--- config.mk ---
export PLATFORM = sky130hd
export DESIGN_NAME = if_fetch_ctrl
export DESIGN_NICKNAME = d
export VERILOG_FILES = /design/src/rtl/if_fetch_pkg.sv /design/src/rtl/if_fetch_ctrl.sv
export SDC_FILE = /design/constraint.sdc
export NUM_CORES = 1
export LEC_CHECK = 0
export ABC_AREA = 1
export ABC_CLOCK_PERIOD_IN_PS = 3500
export BUFFER_PORTS_ARGS = -buffer_cell sky130_fd_sc_hd__buf_2
export CAP_MARGIN = 5
export CORE_MARGIN = 8
export CORE_UTILIZATION = 48
export DETAILED_ROUTE_END_ITERATION = 7
export GPL_ROUTABILITY_DRIVEN = 0
export GPL_TIMING_DRIVEN = 0
export PLACE_DENSITY = 0.95
export SETUP_SLACK_MARGIN = 0.02
export SYNTH_ARGS = -nofsm -noshare
export SYNTH_HDL_FRONTEND = slang
export SYNTH_SLANG_ARGS = --single-unit
--- constraint.sdc ---
create_clock -name CLK -period 3.5 [get_ports CLK]
set_input_delay 1.05 -clock CLK [delete_from_list [all_inputs] [get_ports CLK]]
set_output_delay 1.05 -clock CLK [all_outputs]
set_load 0.01 [all_outputs]
--- src/rtl/if_fetch_pkg.sv ---
// Shared types and constants for the instruction-fetch controller.
//   fetch_state_e : FSM state encoding (RUN, FILL, RESUME)
//   PCSEL_*       : next-PC mux select codes driven on PC_SEL
package if_fetch_pkg;

  typedef enum logic [1:0] {
    RUN    = 2'b00,
    FILL   = 2'b01,
    RESUME = 2'b10
  } fetch_state_e;

  localparam logic [1:0] PCSEL_PC4  = 2'b00;
  localparam logic [1:0] PCSEL_JUMP = 2'b01;
  localparam logic [1:0] PCSEL_BTB  = 2'b10;
  localparam logic [1:0] PCSEL_PEND = 2'b11;

endpackage

--- src/rtl/if_fetch_ctrl.sv ---
// Fetch-stage controller: selects the next-PC source, drives PCWrite /
// IFIDWrite / IF_Flush and sequences an I-cache line refill on a miss.
// A redirect seen during a refill is held in PEND_Addr and applied in the
// single RESUME cycle that follows the refill.
//
// Ports
//   CLK, RESET_N          clock (rising edge), async active-low reset
//   PC                    current PC register value
//   JUMP / JUMP_Addr      jump request and target from ID
//   Branch / BTB_Addr     BTB-taken request and target
//   Hazard_Stall          load-use stall
//   IC_HIT                combinational I-cache hit for PC
//   MEM_ACK               one refill word returned this cycle
//   PC_SEL                next-PC mux select (PC+4 / JUMP / BTB / PEND)
//   PEND_Addr             captured redirect target
//   PCWrite, IFIDWrite, IF_Flush  pipeline controls
//   MEM_REQ, MEM_ADDR     refill request and word address (registered state only)
//   IC_FILL_WE, IC_FILL_IDX  cache fill write enable and word index
//   STATE_DBG             current FSM state, for observation
//
// Handshake: a refill word transfers on any cycle where MEM_REQ and MEM_ACK
// are both high. MEM_REQ/MEM_ADDR are held stable until that cycle; MEM_ACK
// with MEM_REQ low has no effect.
module if_fetch_ctrl
  import if_fetch_pkg::*;
#(
  parameter int LINE_WORDS = 4,
  parameter int ADDR_W     = 32,
  localparam int IDX_W     = $clog2(LINE_WORDS)
) (
  input  logic              CLK,
  input  logic              RESET_N,
  input  logic [ADDR_W-1:0] PC,
  input  logic              JUMP,
  input  logic              Branch,
  input  logic [ADDR_W-1:0] JUMP_Addr,
  input  logic [ADDR_W-1:0] BTB_Addr,
  input  logic              Hazard_Stall,
  input  logic              IC_HIT,
  input  logic              MEM_ACK,
  output logic [1:0]        PC_SEL,
  output logic [ADDR_W-1:0] PEND_Addr,
  output logic              PCWrite,
  output logic              IFIDWrite,
  output logic              IF_Flush,
  output logic              MEM_REQ,
  output logic [ADDR_W-1:0] MEM_ADDR,
  output logic              IC_FILL_WE,
  output logic [IDX_W-1:0]  IC_FILL_IDX,
  output logic [1:0]        STATE_DBG
);

  // Clears the word-in-line and byte-in-word bits of an address.
  localparam logic [ADDR_W-1:0] LINE_MASK =
    ~((ADDR_W'(1) << (IDX_W + 2)) - ADDR_W'(1));
  localparam logic [IDX_W-1:0] CNT_LAST = IDX_W'(LINE_WORDS - 1);

  fetch_state_e      state_q, state_d;
  logic [IDX_W-1:0]  cnt_q, cnt_d;
  logic [ADDR_W-1:0] miss_base_q, miss_base_d;
  logic              pend_q, pend_d;
  logic [ADDR_W-1:0] pend_addr_q, pend_addr_d;

  logic [1:0] pc_sel_c;
  logic       pcwrite_c, ifidwrite_c, flush_c, fill_we_c;

  always_ff @(posedge CLK or negedge RESET_N) begin
    if (!RESET_N) begin
      state_q     <= RUN;
      cnt_q       <= '0;
      miss_base_q <= '0;
      pend_q      <= 1'b0;
      pend_addr_q <= '0;
    end else begin
      state_q     <= state_d;
      cnt_q       <= cnt_d;
      miss_base_q <= miss_base_d;
      pend_q      <= pend_d;
      pend_addr_q <= pend_addr_d;
    end
  end

  always_comb begin
    state_d     = state_q;
    cnt_d       = cnt_q;
    miss_base_d = miss_base_q;
    pend_d      = pend_q;
    pend_addr_d = pend_addr_q;
    pc_sel_c    = PCSEL_PC4;
    pcwrite_c   = 1'b0;
    ifidwrite_c = 1'b0;
    flush_c     = 1'b0;
    fill_we_c   = 1'b0;

    unique case (state_q)
      RUN: begin
        if (Hazard_Stall) begin
          // Freeze; the stalled ID instruction will re-present any redirect.
        end else if (Branch || JUMP) begin
          // Redirect beats a miss: the missing fetch is on the wrong path.
          pc_sel_c    = Branch ? PCSEL_BTB : PCSEL_JUMP;
          pcwrite_c   = 1'b1;
          ifidwrite_c = 1'b1;
          flush_c     = 1'b1;
        end else if (!IC_HIT) begin
          ifidwrite_c = 1'b1;
          flush_c     = 1'b1;
          miss_base_d = PC & LINE_MASK;
          cnt_d       = '0;
          state_d     = FILL;
        end else begin
          pcwrite_c   = 1'b1;
          ifidwrite_c = 1'b1;
        end
      end

      FILL: begin
        ifidwrite_c = !Hazard_Stall;
        flush_c     = !Hazard_Stall;
        if (MEM_ACK) begin
          fill_we_c = 1'b1;
          cnt_d     = cnt_q + IDX_W'(1);
          if (cnt_q == CNT_LAST) state_d = RESUME;
        end
        // First redirect during the refill is kept; later ones are dropped.
        if ((Branch || JUMP) && !pend_q) begin
          pend_d      = 1'b1;
          pend_addr_d = Branch ? BTB_Addr : JUMP_Addr;
        end
      end

      RESUME: begin
        ifidwrite_c = 1'b1;
        flush_c     = 1'b1;
        if (pend_q) begin
          pc_sel_c  = PCSEL_PEND;
          pcwrite_c = 1'b1;
          pend_d    = 1'b0;
        end
        // Without a pending redirect this is a bubble while the array settles.
        state_d = RUN;
      end

      default: state_d = RUN;
    endcase
  end

  // Combinational controls are forced low while reset is asserted so that
  // every output reads 0 during reset regardless of the inputs.
  assign PC_SEL      = RESET_N ? pc_sel_c    : PCSEL_PC4;
  assign PCWrite     = RESET_N && pcwrite_c;
  assign IFIDWrite   = RESET_N && ifidwrite_c;
  assign IF_Flush    = RESET_N && flush_c;
  assign IC_FILL_WE  = RESET_N && fill_we_c;
  assign IC_FILL_IDX = cnt_q;

  // miss_base_q is line aligned, so OR-ing the word offset is the addition.
  assign MEM_REQ   = (state_q == FILL);
  assign MEM_ADDR  = miss_base_q | {{(ADDR_W - IDX_W - 2){1'b0}}, cnt_q, 2'b00};
  assign PEND_Addr = pend_addr_q;
  assign STATE_DBG = state_q;

endmodule

==> metrics.md <==
| Metric | Value |
|---|---|
| Layout net count | `708` |
| Slew headroom | `49.0%` |
| Ports | `178` |
| Worst slew pin tran | `0.765 ns` |
| # rows | `29` |
| Global Route Usage Sum | `19.5%` |
| PnR Total Power | `3.10 mW` |
| Clock root cell | `clkbuf_8` |
| RSZ-0062 raised after global routing | `false` |
| # resized after CTS | `0` |
| N_diodes | `0` |
| Number of DRC violations after detailed-routing iteration 0 | `128` |
| Die ar. | `9450 um2` |
| DRC Markers | `0` |
| # setup viols final | `0` |
| Max_cap viols | `0` |
| Placement Setup Slack | `0.165 ns` |
| Die width | `97.2 um` |
| Final Cycle Share | `93.6%` |
| Via count | `3226` |
| Post-DRT Antenna Nets | `0` |
| Placed insts | `670` |
| Synthesized cell area | `3160 um2` |
| Fmax | `305 MHz` |
| Top cells by count, synth | `nand2_1 (241), dfrtp_1 (65), inv_1 (38)` |
| WHS | `0.463 ns` |
| Post-synthesis sequential area ratio | `51.4%` |
| IR Drop Worst-Case VDD | `442 uV` |
| Synth area leaders | `dfrtp_1 (51%), nand2_1 (29%), inv_1 (4.5%)` |
| FF+latch count, synth | `65` |
| Final WL | `9280 um` |
| TritonCTS buffer count | `9` |
| Async set-reset flop share out of synthesis | `100%` |
| Endpoints failing hold | `0` |
| Cells after synthesis | `421` |
| Vias in the first global route | `3369` |
| Min Tclk post-route | `3.28 ns` |
| Layout cells sized above 1 | `34.7%` |
| CP endpoint kind | `output port` |
| WP data required | `2.45 ns` |
| HPWL after DPL | `7470 um` |
| Synth area leader | `dfrtp_1` |
| Worst-path fanout max | `33` |
| Core area | `6350 um2` |
| Global-route wire length before repair | `15600 um` |
| Hold Path Class | `flop to flop` |
| Status | `finished, final reports clean` |
| Syn-to-layout area delta | `36.3%` |
| Final WS setup | `0.223 ns` |
| P per Cell Area | `719 nW/um2` |
| Vert. Die Dim | `97.2 um` |
| Slew Viols, Final | `0` |
| First drt pass iteration count | `4` |
| Clock Sinks | `65` |
| H-tree depth | `3` |
| Initial Util | `49.8%` |
| Synth cell types | `27` |
| Final core utilization | `67.9%` |
| Hold buffers post-CTS | `0` |
| Average wire per standard cell | `13.5 um` |
| WP data arrival | `2.23 ns` |
| Non-filler cells, final | `685` |
| Yosys warning count | `0` |
| Via/cell ratio | `4.71` |
| Gr ovfl total | `0` |
| Critical path launch point type | `input pin` |
| Worst-path clk slew | `0.06 ns` |
| Later-pin clock latency in the skew report | `0.32 ns` |
| Longest Clk Path Bufs | `2` |
| Port Buf Inserts | `170` |
| CTS tree | `built` |
| # Post-CTS Setup Buffers | `0` |
| Synth Flop Type | `dfrtp_1` |
| Worst Skew | `0.00898 ns` |
| Top-area cell type share of the netlist area | `51.4%` |
| Avg Cell Area, Syn | `7.52 um2` |
| Top-count cell post-synth | `nand2_1` |
| Static leakage | `2.72 nW` |
| Post-synth EDFFs | `0` |
| Largest net degree at the start of global routing | `36` |
| Initial antenna violation count | `0` |
| WS Path Type | `input pin to output port` |
## layer usage
layer  vias up  track usage [%]  wire length [um]
li1       1620                -                 -
met1      1463             23.1              4010
met2       135             32.9              4470
met3         8             6.05               701
met4         0             6.39                94
met5         -                0                 0
## state kept, by name, indices dropped and copies added (netlist names)
register     count
STATE_DBG        2
IC_FILL_IDX      2
PEND_Addr       32
miss_base_q     28
pend_q           1
## critical path, stage by stage
cell and delay [ns]:
buf_2 0.59, inv_1 0.19, nor3_1 0.22, buf_2 0.16
## cell type report
class	instances	area [um2]
Tap cell	77	96.3
Fill cell	536	2040
Buffer	23	179
Sequential cell	65	1630
Clock inverter	4	45.0
Inverter	41	156
Multi-Input combinational cell	293	1210
Timing Repair Buffer	171	871
Clock buffer	11	131
## power breakdown
part	internal, mW	total, mW	switching [mW]
Sequential	1.08	1.29	0.202
Clock	0.322	0.587	0.265
Combinational	0.524	1.22	0.701
## per-stage QoR
stage | TNS, ns | cell area, um2
floorplan | 0 | 3170
detailed placement | 0 | 4140
CTS | 0 | 4310
global placement | -1.42 | 4120
finish | 0 | 4310
global route | 0 | 4310
## kinds of logic after synthesis
logic type	after synthesis	share of synthesized area, %
other	1	0.119
flip-flops	65	51.4
AND/OR/NAND/NOR	257	31.9
AO/OA/AOI/OAI	33	5.58
buffers and inverters	64	10.6
adder cells (fa/ha/maj)	1	0.395
## cell usage in the layout, fill, tap and decap left out, types with 2 or more instances in the layout
| master | n |
|---|---|
| dfrtp_1 | 65 |
| o21ai_2 | 3 |
| clkbuf_8 | 9 |
| buf_6 | 10 |
| conb_1 | 2 |
| o21ai_0 | 10 |
| a21oi_1 | 3 |
| inv_1 | 38 |
| o21ai_1 | 17 |
| buf_2 | 171 |
| nand3_1 | 3 |
| nand2_1 | 241 |
| clkinv_2 | 3 |
| buf_4 | 4 |
| clkbuf_1 | 9 |
| nor2_1 | 5 |
## path summary, 6_finish.rpt
kind / slack, ns / from / cells past startpoint / endpoint
max in group asynchronous: 2.06 / RESET_N / 2 / PEND_Addr[1]$_DFFE_PN0P_
hold / removal: 0.46 / PEND_Addr[21]$_DFFE_PN0P_ / 2 / PEND_Addr[21]$_DFFE_PN0P_
setup reg to reg: 1.96 / STATE_DBG[0]$_DFFE_PN0P_ / 4 / miss_base_q[14]$_DFFE_PN0P_
hold reg to reg: 0.46 / PEND_Addr[21]$_DFFE_PN0P_ / 2 / PEND_Addr[21]$_DFFE_PN0P_
setup / recovery: 0.22 / RESET_N / 4 / IC_FILL_WE
min in group asynchronous: 0.80 / RESET_N / 1 / miss_base_q[26]$_DFFE_PN0P_
No activity file was read; power rests on OpenSTA's default activity.
